File: src/rtl/sdram_burst_sched.sv
// Burst scheduler that treats an SDRAM region as a circular FIFO of BURST_LEN-word bursts.
// Optional macro SDRAM_SCHED_RR_EN: round-robin on a read/write tie; otherwise writes win ties.
module sdram_burst_sched #(
    parameter int          BURST_LEN    = 256,
    parameter logic [21:0] BASE_ADDR    = 22'd0,
    parameter int          DEPTH_BURSTS = 16384
) (
    input  logic        clk,
    input  logic        rst_n,
    input  logic        enable,
    input  logic [9:0]  src_level,
    output logic        src_rd,
    input  logic [15:0] src_data,
    input  logic [9:0]  snk_free,
    output logic        snk_wr,
    output logic [15:0] snk_data,
    output logic        wr_req,
    output logic [21:0] waddr,
    output logic [15:0] wdata,
    input  logic        wr_ack,
    output logic        rd_req,
    output logic [21:0] raddr,
    input  logic        rd_ack,
    input  logic [15:0] rdata,
    input  logic        rdata_vld,
    output logic [14:0] occ,
    output logic        busy
);
    localparam int               CNT_W     = $clog2(BURST_LEN + 1);
    localparam logic [21:0]      STEP      = 22'(BURST_LEN);
    localparam logic [21:0]      LAST_ADDR = BASE_ADDR + 22'((DEPTH_BURSTS - 1) * BURST_LEN);
    localparam logic [CNT_W-1:0] LAST_BEAT = CNT_W'(BURST_LEN - 1);
    localparam logic [14:0]      DEPTH_OCC = 15'(DEPTH_BURSTS);
    localparam logic [9:0]       BURST_LVL = 10'(BURST_LEN);

    typedef enum logic [2:0] {IDLE, WR_REQ, WR_DATA, RD_REQ, RD_DATA} state_t;

    state_t           state_q;
    logic             wr_req_q;
    logic             rd_req_q;
    logic             snk_wr_q;
    logic [15:0]      snk_data_q;
    logic [21:0]      waddr_q;
    logic [21:0]      raddr_q;
    logic [21:0]      waddr_d;
    logic [21:0]      raddr_d;
    logic [CNT_W-1:0] cnt_q;
    logic [14:0]      occ_q;
    logic             wr_ready;
    logic             rd_ready;
    logic             pick_wr;
    logic             pick_rd;
    logic             rd_phase;

    assign wr_ready = enable && (src_level >= BURST_LVL) && (occ_q < DEPTH_OCC);
    assign rd_ready = enable && (snk_free >= BURST_LVL) && (occ_q != 15'd0);
    assign rd_phase = (state_q == RD_REQ) || (state_q == RD_DATA);

    // Addresses step by one page and wrap back to the region base after the last slot.
    assign waddr_d = (waddr_q == LAST_ADDR) ? BASE_ADDR : waddr_q + STEP;
    assign raddr_d = (raddr_q == LAST_ADDR) ? BASE_ADDR : raddr_q + STEP;

`ifdef SDRAM_SCHED_RR_EN
    logic last_rd_q;

    assign pick_wr = wr_ready && (!rd_ready || last_rd_q);

    always_ff @(posedge clk or negedge rst_n) begin
        if (!rst_n) begin
            last_rd_q <= 1'b1;
        end else if (state_q == IDLE && (wr_ready || rd_ready)) begin
            last_rd_q <= !pick_wr;
        end
    end
`else
    assign pick_wr = wr_ready;
`endif

    assign pick_rd = rd_ready && !pick_wr;

    always_ff @(posedge clk or negedge rst_n) begin
        if (!rst_n) begin
            state_q    <= IDLE;
            wr_req_q   <= 1'b0;
            rd_req_q   <= 1'b0;
            snk_wr_q   <= 1'b0;
            snk_data_q <= 16'd0;
            waddr_q    <= BASE_ADDR;
            raddr_q    <= BASE_ADDR;
            cnt_q      <= '0;
            occ_q      <= 15'd0;
        end else begin
            // Read data outside a read burst is stale controller output and is dropped.
            snk_wr_q <= rdata_vld && rd_phase;
            if (rdata_vld && rd_phase) begin
                snk_data_q <= rdata;
            end

            case (state_q)
                IDLE: begin
                    cnt_q <= '0;
                    if (pick_wr) begin
                        state_q  <= WR_REQ;
                        wr_req_q <= 1'b1;
                    end else if (pick_rd) begin
                        state_q  <= RD_REQ;
                        rd_req_q <= 1'b1;
                    end
                end
                WR_REQ: begin
                    if (wr_ack) begin
                        wr_req_q <= 1'b0;
                        cnt_q    <= CNT_W'(1);
                        state_q  <= WR_DATA;
                    end
                end
                WR_DATA: begin
                    if (cnt_q == LAST_BEAT) begin
                        state_q <= IDLE;
                        cnt_q   <= '0;
                        occ_q   <= occ_q + 15'd1;
                        waddr_q <= waddr_d;
                    end else begin
                        cnt_q <= cnt_q + 1'b1;
                    end
                end
                RD_REQ: begin
                    if (rdata_vld) begin
                        cnt_q <= cnt_q + 1'b1;
                    end
                    if (rd_ack) begin
                        rd_req_q <= 1'b0;
                        state_q  <= RD_DATA;
                    end
                end
                RD_DATA: begin
                    if (rdata_vld) begin
                        if (cnt_q == LAST_BEAT) begin
                            state_q <= IDLE;
                            cnt_q   <= '0;
                            occ_q   <= occ_q - 15'd1;
                            raddr_q <= raddr_d;
                        end else begin
                            cnt_q <= cnt_q + 1'b1;
                        end
                    end
                end
                default: begin
                    state_q <= IDLE;
                end
            endcase
        end
    end

    // The first source beat is consumed on the ack cycle itself, so src_rd looks at wr_ack directly.
    assign src_rd   = ((state_q == WR_REQ) && wr_ack) || (state_q == WR_DATA);
    assign wdata    = src_data;
    assign wr_req   = wr_req_q;
    assign rd_req   = rd_req_q;
    assign waddr    = waddr_q;
    assign raddr    = raddr_q;
    assign snk_wr   = snk_wr_q;
    assign snk_data = snk_data_q;
    assign occ      = occ_q;
    assign busy     = (state_q != IDLE);

endmodule
File: config.mk
export PLATFORM = sky130hd
export DESIGN_NAME = sdram_burst_sched
export DESIGN_NICKNAME = d
export VERILOG_FILES = /design/src/rtl/sdram_burst_sched.sv
export SDC_FILE = /design/constraint.sdc
export NUM_CORES = 1
export LEC_CHECK = 0
export BUFFER_PORTS_ARGS = -buffer_cell sky130_fd_sc_hd__buf_2
export CORE_ASPECT_RATIO = 0.7
export CORE_MARGIN = 2
export CORE_UTILIZATION = 50
export CTS_CLUSTER_SIZE = 25
export DETAILED_ROUTE_END_ITERATION = 8
export GPL_ROUTABILITY_DRIVEN = 0
export PLACE_DENSITY = 0.87
export SKIP_LAST_GASP = 1
export SLEW_MARGIN = 25
export SYNTH_ARGS = -nofsm -noshare
export SYNTH_HDL_FRONTEND = slang
export SYNTH_SLANG_ARGS = --single-unit
File: constraint.sdc
create_clock -name clk -period 3.8 [get_ports clk]
set_input_delay 0.57 -clock clk [delete_from_list [all_inputs] [get_ports clk]]
set_output_delay 0.57 -clock clk [all_outputs]
set_load 0.01 [all_outputs]
==> flow_metrics.env, run 1 <==
export IMPL_critPathMaxFanout=20
export IMPL_met3_length_um=549
export IMPL_worstSetupStartpointType="flip-flop"
export IMPL_drt_iter0_drc=185
export IMPL_total_leakage_power_nw=2.61
export IMPL_post_cts_resized=0
export IMPL_grtUsageTotal=0.205
export IMPL_peakVddDrop_mv=0.395
export IMPL_cts_tree="built"
export IMPL_portBuffers=89
export IMPL_slew_viol_final=0
export IMPL_cts_buffer_depth=2
export IMPL_drv_cap=0
export IMPL_antenna_found_initial=0
export IMPL_m1WireLength_mm=4.17
export IMPL_drive_gt1_frac=0.215
export IMPL_cts_hold_buffers_added=0
export IMPL_wl_met2_mm=4.44
export IMPL_numCtsBuffers=9
export IMPL_fin_util=0.601
export IMPL_dpl_worst_slack_ns=0.868
export IMPL_io_pins=154
export IMPL_first_pass_iters=4
export IMPL_cp_data_required_time_ns=4.05
export IMPL_yosysUniqueCellTypes=60
export IMPL_hp_class="in -> async"
export IMPL_htree_num_levels=3
export IMPL_post_route_min_period_ns=3.01
export IMPL_synth_cells=483
export IMPL_worstPathArrival_ns=3.25
export IMPL_async_flop_share=1.00
export IMPL_clkLatencyLatePin_ns=0.33
export IMPL_grt_max_degree=75
export IMPL_rsz0062_at_grt="false"
export IMPL_power_density_nw_per_um2=533
export IMPL_place_area_um2=4680
export IMPL_die_area_um2=9400
export IMPL_ys_ff_latch=74
export IMPL_clock_sinks=74
export IMPL_synthTopCellsByArea="dfrtp_1, nand2_1, buf_4, ha_1, xnor2_1"
export IMPL_synthFlopType="dfrtp_1"
export IMPL_diodes=0
export IMPL_fp_coreArea_um2=8410
export IMPL_skew_ns=0.00650
export IMPL_post_route_period_util=0.791
export IMPL_max_freq_mhz=332
export IMPL_start_util=0.513
export IMPL_drc_errors=0
export IMPL_synth_edf_count=0
export IMPL_top_layer="met4"
export IMPL_endpoint_kind="flip-flop"
export IMPL_vias_per_cell=5.40
export IMPL_num_rows=28
export IMPL_yosysMostFrequentCell="nand2_1"
export IMPL_synth_avg_cell_area_um2=8.94
export IMPL_yosysTopAreaCell="dfrtp_1"
export IMPL_clk_pin_slew_ns=0.06
export IMPL_area_delta_synth_final_pct=17.1
export IMPL_ant_nets=0
export IMPL_path_class="reg -> reg"
export IMPL_synth_top_area_frac=0.429
export IMPL_setup_ws_ns=0.792
export IMPL_cts_root_buf="clkbuf_16"
export IMPL_die_w_um=115
export IMPL_grt_overflow_total=0
export IMPL_finalSetupTns_ns=0
export IMPL_ys_top_cells_by_count="nand2_1, dfrtp_1, nor2_1"
export IMPL_final_hold_violation_count=0
export IMPL_cts_setup_buffers=0
export IMPL_num_vias=3601
export IMPL_outcome="complete, no violations"
export IMPL_grt_pass1_wl_mm=15.4
export IMPL_synth_seq_area_share=0.429
export IMPL_yosysWarnings=0
export IMPL_synth_area_um2=4320
export IMPL_grt_pass1_vias=3339
export IMPL_fin_area_um2=5050
export IMPL_tightest_slew_ns=0.756
export IMPL_total_power_mw=2.70
export IMPL_relSlewSlack=0.496
export IMPL_totalWireLength_mm=9.29
export IMPL_wl_per_cell_um=13.9
export IMPL_dp_hpwl_mm=6.62
export IMPL_die_h_um=81.7
export IMPL_setup_viol=0
export IMPL_nets=634
cell type report:
cell class	count	area [um^2]
clock buffer	11	243
multi-input combinational	369	2190
inverter	12	45.0
fill	732	3350
clock inverter	5	125
tap	105	131
sequential	74	1850
timing repair buffer	91	464
path summary, 6_finish.rpt:
path | startpoint | to | slack (ns) | cells past startpoint
min in group clk | rdata[13] | snk_data[13]$_DFFE_PN0P_ | 0.43 | 3
max in group asynchronous | rst_n | occ[8]$_DFFE_PN0P_ | 2.95 | 2
min | rst_n | cnt_q[1]$_DFFE_PN0P_ | 0.34 | 2
max | state_q[2]$_DFFE_PN0P_ | occ[14]$_DFFE_PN0P_ | 0.79 | 8
max reg2reg | state_q[2]$_DFFE_PN0P_ | occ[14]$_DFFE_PN0P_ | 0.79 | 8
min reg2reg | snk_data[15]$_DFFE_PN0P_ | snk_data[15]$_DFFE_PN0P_ | 0.47 | 2
sequential cells by signal (all words and copies together) (netlist names):
register,flops
cnt_q,9
occ,15
raddr,14
rd_req,1
snk_data,16
snk_wr,1
state_q,3
waddr,14
wr_req,1
worst max-delay path, cell delays in order (launching register included):
cell and delay (ns):
dfrtp_1 0.56, nor3b_2 0.28, buf_4 0.29, ha_1 0.31, a2111o_1 0.45, o22ai_2 0.28, o21ai_0 0.25, or3b_1 0.39
o2111ai_1 0.10
where the power goes:
group / leakage [nW] / internal, mW / total [mW] / switching, mW
Clock: 0.180 / 0.725 / 1.04 / 0.315
Combinational: 1.43 / 0.260 / 0.652 / 0.393
Sequential: 0.998 / 0.902 / 1.00 / 0.101
through the flow:
step | instances | hold WS, ns
floorplan | 498 | 0.274
global placement | 651 | 0.454
detailed placement | 651 | 0.456
CTS | 667 | 0.417
global route | 667 | 0.416
finish | 667 | 0.338
cell usage in the layout, fill, tap and decap left out, types with 2 or more instances in the layout:
cell type,n
xnor2_1,24
dfrtp_1,74
o211ai_1,2
or3_1,4
nor2_1,35
nand3b_1,2
nand3_1,13
and4_1,3
and3_1,7
nand2_1,97
a21o_1,6
ha_1,18
nor2b_1,8
o21ai_0,33
a211oi_1,3
o41ai_1,2
and2_1,3
nor3b_1,2
nor3_1,8
nand2b_1,6
conb_1,16
mux2i_1,3
bufinv_16,4
inv_1,11
nor4_1,5
buf_2,89
nand4_1,10
a21oi_1,19
o21a_1,2
o31ai_1,3
xor2_1,8
clkbuf_16,9
cell families (layout without fill, tap and decap cells):
| group | after synthesis | in the layout | share of synthesized area |
|---|---|---|---|
| and+or+nand+nor | 211 | 211 | 0.232 |
| AOI/OAI and AO/OA | 87 | 87 | 0.130 |
| DFF | 74 | 74 | 0.429 |
| buffers and inverters | 55 | 119 | 0.0774 |
| xor gates and xnor gates | 32 | 32 | 0.0649 |
| adders and majority gates | 19 | 19 | 0.0568 |
| muxes | 4 | 4 | 0.00957 |
| other | 1 | 16 | 0.000869 |
metal layers:
metal  GRT usage  vias up
met5           0        -
met4      0.0566        0
met3      0.0598       16
met2       0.343      115
met1       0.262     1704
li1            -     1766
Power figures use the tool's default switching activity.
==> run 2, diff against run 1 <==
Settings changed: ABC_AREA set to 1, CORE_UTILIZATION 50 to 47, PLACE_DENSITY 0.87 to 0.85.
Clock period 3.8 ns to 2.7 ns, I/O delays scaled along.
==> run 2 against run 1 <==
Effect of this change:
- register-to-register slack worse by 0.59 ns
- sequential share of layout area down 3.2 points
- critical path type unchanged
- area after synthesis grew 10%
- largest cell class unchanged
- largest power group is now sequential cells
- maximum frequency grew 20%
==> flow_metrics.env, run 2 <==
export IMPL_yosysMostFrequentCell="nand2_1"
export IMPL_synth_avg_cell_area_um2=7.30
export IMPL_num_vias=4334
export IMPL_total_leakage_power_nw=3.12
export IMPL_post_route_period_util=0.925
export IMPL_p_seq_frac=0.358
export IMPL_peakVddDrop_mv=0.565
export IMPL_grt_max_degree=75
export IMPL_power_density_nw_per_um2=703
export IMPL_drv_cap=0
export IMPL_async_flop_share=1.00
export IMPL_yosysTopAreaCell="dfrtp_1"
export IMPL_cts_buffer_depth=2
export IMPL_power_switching_share=0.359
export IMPL_die_area_um2=11000
export IMPL_fin_util=0.568
export IMPL_outcome="complete, no violations"
export IMPL_drive_gt1_frac=0.206
export IMPL_final_cell_mix="nand2_1, buf_2, inv_1, dfrtp_1, nor2_1"
export IMPL_nets=816
export IMPL_clock_sinks=74
export IMPL_tightest_slew_ns=0.922
export IMPL_synth_area_um2=4760
export IMPL_wl_per_cell_um=12.4
export IMPL_numCtsBuffers=9
export IMPL_skew_ns=0.00875
export IMPL_drc_errors=0
export IMPL_largest_reg_flops=16
export IMPL_p_int_mw=2.50
export IMPL_die_w_um=124
export IMPL_io_pins=154
export IMPL_drt_iter0_drc=238
export IMPL_multiInputGateArea_um2=2380
export IMPL_diodes=0
export IMPL_antenna_found_initial=0
export IMPL_cp_data_required_time_ns=2.95
export IMPL_finalSetupTns_ns=0
export IMPL_grt_overflow_total=0
export IMPL_endpoint_kind="flip-flop"
export IMPL_hp_class="in -> async"
export IMPL_ys_ff_latch=74
export IMPL_portBuffers=89
export IMPL_cts_root_buf="clkbuf_16"
export IMPL_synth_top_area_frac=0.389
export IMPL_setup_viol=0
export IMPL_totalWireLength_mm=10.8
export IMPL_dp_hpwl_mm=8.11
export IMPL_yosysUniqueCellTypes=36
export IMPL_fp_coreArea_um2=9760
export IMPL_synthFlopType="dfrtp_1"
export IMPL_max_freq_mhz=400
export IMPL_combPwrFrac=0.322
export IMPL_critPathMaxStageDelay_ns=0.38
export IMPL_place_area_um2=5180
export IMPL_htree_num_levels=3
export IMPL_worstPathArrival_ns=2.75
export IMPL_n_fill_cell=920
export IMPL_slew_viol_final=0
export IMPL_cts_tree="built"
export IMPL_grt_pass1_vias=3849
export IMPL_fin_area_um2=5540
export IMPL_rsz0062_at_grt="false"
export IMPL_grt_pass1_wl_mm=17.4
export IMPL_clkLatencyLatePin_ns=0.33
export IMPL_worstPathCellList="ha_1, nand2_1, inv_1, nand4_1, or2_2, nor2_1, ha_2, inv_1, nor3_4, nand2_1, nor3_2, xor2_1"
export IMPL_vias_per_cell=4.97
export IMPL_grtUsageTotal=0.196
export IMPL_synth_edf_count=0
export IMPL_first_pass_iters=5
export IMPL_cts_hold_buffers_added=0
export IMPL_p_sw_mw=1.40
export IMPL_worstSetupStartpointType="flip-flop"
export IMPL_die_h_um=88.2
export IMPL_yosysWarnings=0
export IMPL_ant_nets=0
export IMPL_post_route_min_period_ns=2.50
export IMPL_start_util=0.487
export IMPL_synth_seq_area_share=0.389
export IMPL_synth_cells=652
export IMPL_relSlewSlack=0.385
export IMPL_ys_top_cells_by_count="nand2_1, dfrtp_1, inv_1"
export IMPL_critPathMaxFanout=3
export IMPL_synthTopCellsByArea="dfrtp_1, nand2_1, inv_1, buf_4, ha_1"
export IMPL_power_frac_clock=0.320
export IMPL_clk_pin_slew_ns=0.06
export IMPL_path_class="reg -> reg"
export IMPL_final_hold_violation_count=0
export IMPL_crit_slowest_cell="dfrtp_1"
export IMPL_layout_area_seq_um2=1850
export IMPL_mostFrequentLayoutCell="nand2_1"
export IMPL_num_rows=30
export IMPL_area_delta_synth_final_pct=16.4
run 2: power by group through the flow:
stage	combinational (mW)	clock [mW]	sequential [mW]
4_1_cts	1.25	1.28	1.40
6_report	1.25	1.25	1.40
3_3_place_gp	1.20	0	1.41
2_1_floorplan	0.843	0	1.46
5_1_grt	1.40	1.33	1.42
3_5_place_dp	1.24	0	1.41
run 2: layout make-up:
cell class	instances	area share
Clock buffer	11	0.0456
Clock inverter	5	0.0111
Inverter	82	0.0565
Multi-Input combinational cell	473	0.429
Sequential cell	74	0.334
Tap cell	128	0.0289
Timing Repair Buffer	99	0.0944
run 2: critical path: cells and delay by family, from the launching register on:
kind	cells	cell delay (ns)
XOR/XNOR	1	0.16
adder cells (fa/ha/maj)	2	0.41
buffers and inverters	2	0.21
flip-flops	1	0.38
AND/OR/NAND/NOR	7	1.25
run 2: layer usage:
layer	GRT usage	up-vias	wire, um
li1	-	2185	-
met1	0.270	1983	5250
met2	0.303	153	4650
met3	0.0568	13	775
met4	0.0592	0	123
met5	0	-	0
run 2: what timing repair did:
action / in CTS / in global routing
setup endpoints to repair: 0 / 13
gates resized for setup: 0 / 3
buffers inserted: 0 / 5
run 2: kinds of logic (layout without fill, tap and decap cells):
logic type      Yosys count  count (layout)  share of synthesized area
compound gates           44              44                     0.0500
xor+xnor                 14              14                     0.0258
fa+ha+maj                19              19                     0.0516
buf+inv                 120             197                      0.125
flops                    74              74                      0.389
other cells               1              16                   0.000788
simple gates            380             380                      0.358
run 2: path summary, 6_finish.rpt:
check,from,to,slack [ns],depth (start not counted)
max,cnt_q[1]$_DFFE_PN0P_,raddr[18]$_DFFE_PN0P_,0.20,12
min in group clk,rdata[2],snk_data[2]$_DFFE_PN0P_,0.27,3
max in group asynchronous,rst_n,cnt_q[3]$_DFFE_PN0P_,1.88,1
min reg2reg,snk_data[7]$_DFFE_PN0P_,snk_data[7]$_DFFE_PN0P_,0.48,2
max reg2reg,cnt_q[1]$_DFFE_PN0P_,raddr[18]$_DFFE_PN0P_,0.20,12
min,rst_n,snk_data[4]$_DFFE_PN0P_,0.21,1
run 2: through the flow:
step	total power [mW]	instances	hold slack, ns	worst slack (ns)
2_1_floorplan	2.30	667	0.109	0.520
3_3_place_gp	2.61	851	0.462	0.296
3_5_place_dp	2.65	851	0.466	0.137
4_1_cts	3.92	867	0.250	0.0988
5_1_grt	4.15	872	0.256	0.00245
6_report	3.90	872	0.208	0.202
==> run 3, diff against run 2 <==
Settings changed: CORE_MARGIN 2 to unset.
==> run 3 against run 2 <==
Effect of this change:
- power fell by 2.8%
- combinational power barely moved
- global-route usage rose by 1.4 points
- count of clock-buffer cells in the layout fell by 2
- cell count fell by 0.80%
- critical path type unchanged
- largest power group unchanged
==> flow_metrics.env, run 3 (same netlist as run 2, synthesis figures left out) <==
export IMPL_power_density_nw_per_um2=692
export IMPL_setup_viol=0
export IMPL_place_area_um2=5170
export IMPL_clock_sinks=74
export IMPL_start_util=0.487
export IMPL_critPathMaxFanout=5
export IMPL_crit_path_start="cnt_q[0]$_DFFE_PN0P_"
export IMPL_htree_num_levels=3
export IMPL_wl_per_cell_um=12.0
export IMPL_nets=810
export IMPL_path_class="reg -> reg"
export IMPL_antenna_found_initial=0
export IMPL_post_route_period_util=0.912
export IMPL_wl_met2_mm=4.43
export IMPL_slew_viol_final=0
export IMPL_grt_max_degree=75
export IMPL_cts_hold_buffers_added=0
export IMPL_fin_area_um2=5470
export IMPL_clk_pin_slew_ns=0.06
export IMPL_met3_length_um=511
export IMPL_drv_cap=0
export IMPL_die_w_um=122
export IMPL_grt_pass1_wl_mm=17.3
export IMPL_rsz0062_at_grt="false"
export IMPL_die_h_um=86.2
export IMPL_cts_buffer_depth=2
export IMPL_area_delta_synth_final_pct=15.0
export IMPL_cts_tree="built"
export IMPL_clkLatencyLatePin_ns=0.33
export IMPL_tightest_slew_ns=0.667
export IMPL_first_pass_iters=5
export IMPL_hp_class="in -> async"
export IMPL_numCtsBuffers=9
export IMPL_endpoint_kind="flip-flop"
export IMPL_ant_nets=0
export IMPL_fp_coreArea_um2=9760
export IMPL_finalSetupTns_ns=0
export IMPL_final_cell_mix="nand2_1, buf_2, inv_1, dfrtp_1, nor2_1"
export IMPL_skew_ns=0.00622
export IMPL_cts_root_buf="clkbuf_16"
export IMPL_max_freq_mhz=406
export IMPL_portBuffers=89
export IMPL_m1WireLength_mm=5.34
export IMPL_post_route_min_period_ns=2.46
export IMPL_drive_gt1_frac=0.198
export IMPL_grtUsageTotal=0.210
export IMPL_largest_reg_flops=16
export IMPL_grt_overflow_total=0
export IMPL_vias_per_cell=4.85
export IMPL_mostFrequentLayoutCell="nand2_1"
export IMPL_dp_hpwl_mm=7.84
export IMPL_totalWireLength_mm=10.4
export IMPL_relSlewSlack=0.555
export IMPL_die_area_um2=10500
export IMPL_num_vias=4195
export IMPL_worstSetupStartpointType="flip-flop"
export IMPL_outcome="complete, no violations"
export IMPL_worstPathArrival_ns=2.71
export IMPL_drc_errors=0
export IMPL_total_leakage_power_nw=3.07
export IMPL_io_pins=154
export IMPL_top_layer="met4"
export IMPL_diodes=0
export IMPL_cp_data_required_time_ns=2.95
export IMPL_num_rows=30
export IMPL_drt_iter0_drc=194
export IMPL_final_hold_violation_count=0
export IMPL_peakVddDrop_mv=0.462
export IMPL_r2r_start="cnt_q[0]$_DFFE_PN0P_"
export IMPL_grt_pass1_vias=3768
run 3: worst paths after layout:
kind	endpoint	slack [ns]	cells past startpoint
min	raddr[10]$_DFFE_PN0P_	0.09	1
min reg2reg	snk_data[12]$_DFFE_PN0P_	0.48	2
min in group clk	snk_data[2]$_DFFE_PN0P_	0.27	3
max reg2reg	waddr[17]$_DFFE_PN0P_	0.24	13
max in group asynchronous	occ[1]$_DFFE_PN0P_	2.15	1
max	waddr[17]$_DFFE_PN0P_	0.24	13
run 3: timing repair:
action	4_1_cts	5_1_grt
setup endpoints to repair	0	5
gates resized for setup	0	2
hold endpoints to repair	0	0
setup buffers	0	0
run 3: layout make-up:
cell class,count,area (um^2)
fill,918,4290
multi-input combinational,473,2370
sequential,74,1850
timing repair buffer,93,482
inverter,82,313
clock buffer,9,225
tap,128,160
clock inverter,6,67.6
run 3: report_power, final:
| group | switching [mW] | internal (mW) |
|---|---|---|
| registers | 0.117 | 1.28 |
| clock network | 0.457 | 0.713 |
| logic | 0.787 | 0.435 |
| total | 1.36 | 2.43 |
run 3: per-layer routing:
layer  vias up  GRT usage
met4         0     0.0399
met3         8     0.0586
met5         -          0
met1      1914      0.302
met2       105      0.316
li1       2168          -
run 3: critical path, stage by stage (launching register included):
cell and delay, ns:
dfrtp_1 0.39, ha_1 0.18, nand2_1 0.07, inv_1 0.08
nand4_1 0.11, or2_2 0.31, nor2_1 0.14, ha_2 0.24
inv_1 0.13, nor2_4 0.20, nand2_1 0.12, nor2_2 0.17
nand3b_1 0.09, a21oi_1 0.15
run 3: per-stage QoR:
step	worst slack, ns	power, mW	hold WS, ns	cells	utilization
3_3_place_gp	0.322	2.60	0.461	850	0.530
2_1_floorplan	0.520	2.30	0.109	667	-
5_1_grt	0.0000646	4.05	0.152	865	0.561
4_1_cts	0.198	3.83	0.253	865	0.560
6_report	0.239	3.79	0.0919	865	0.561
3_5_place_dp	0.223	2.63	0.459	850	0.530
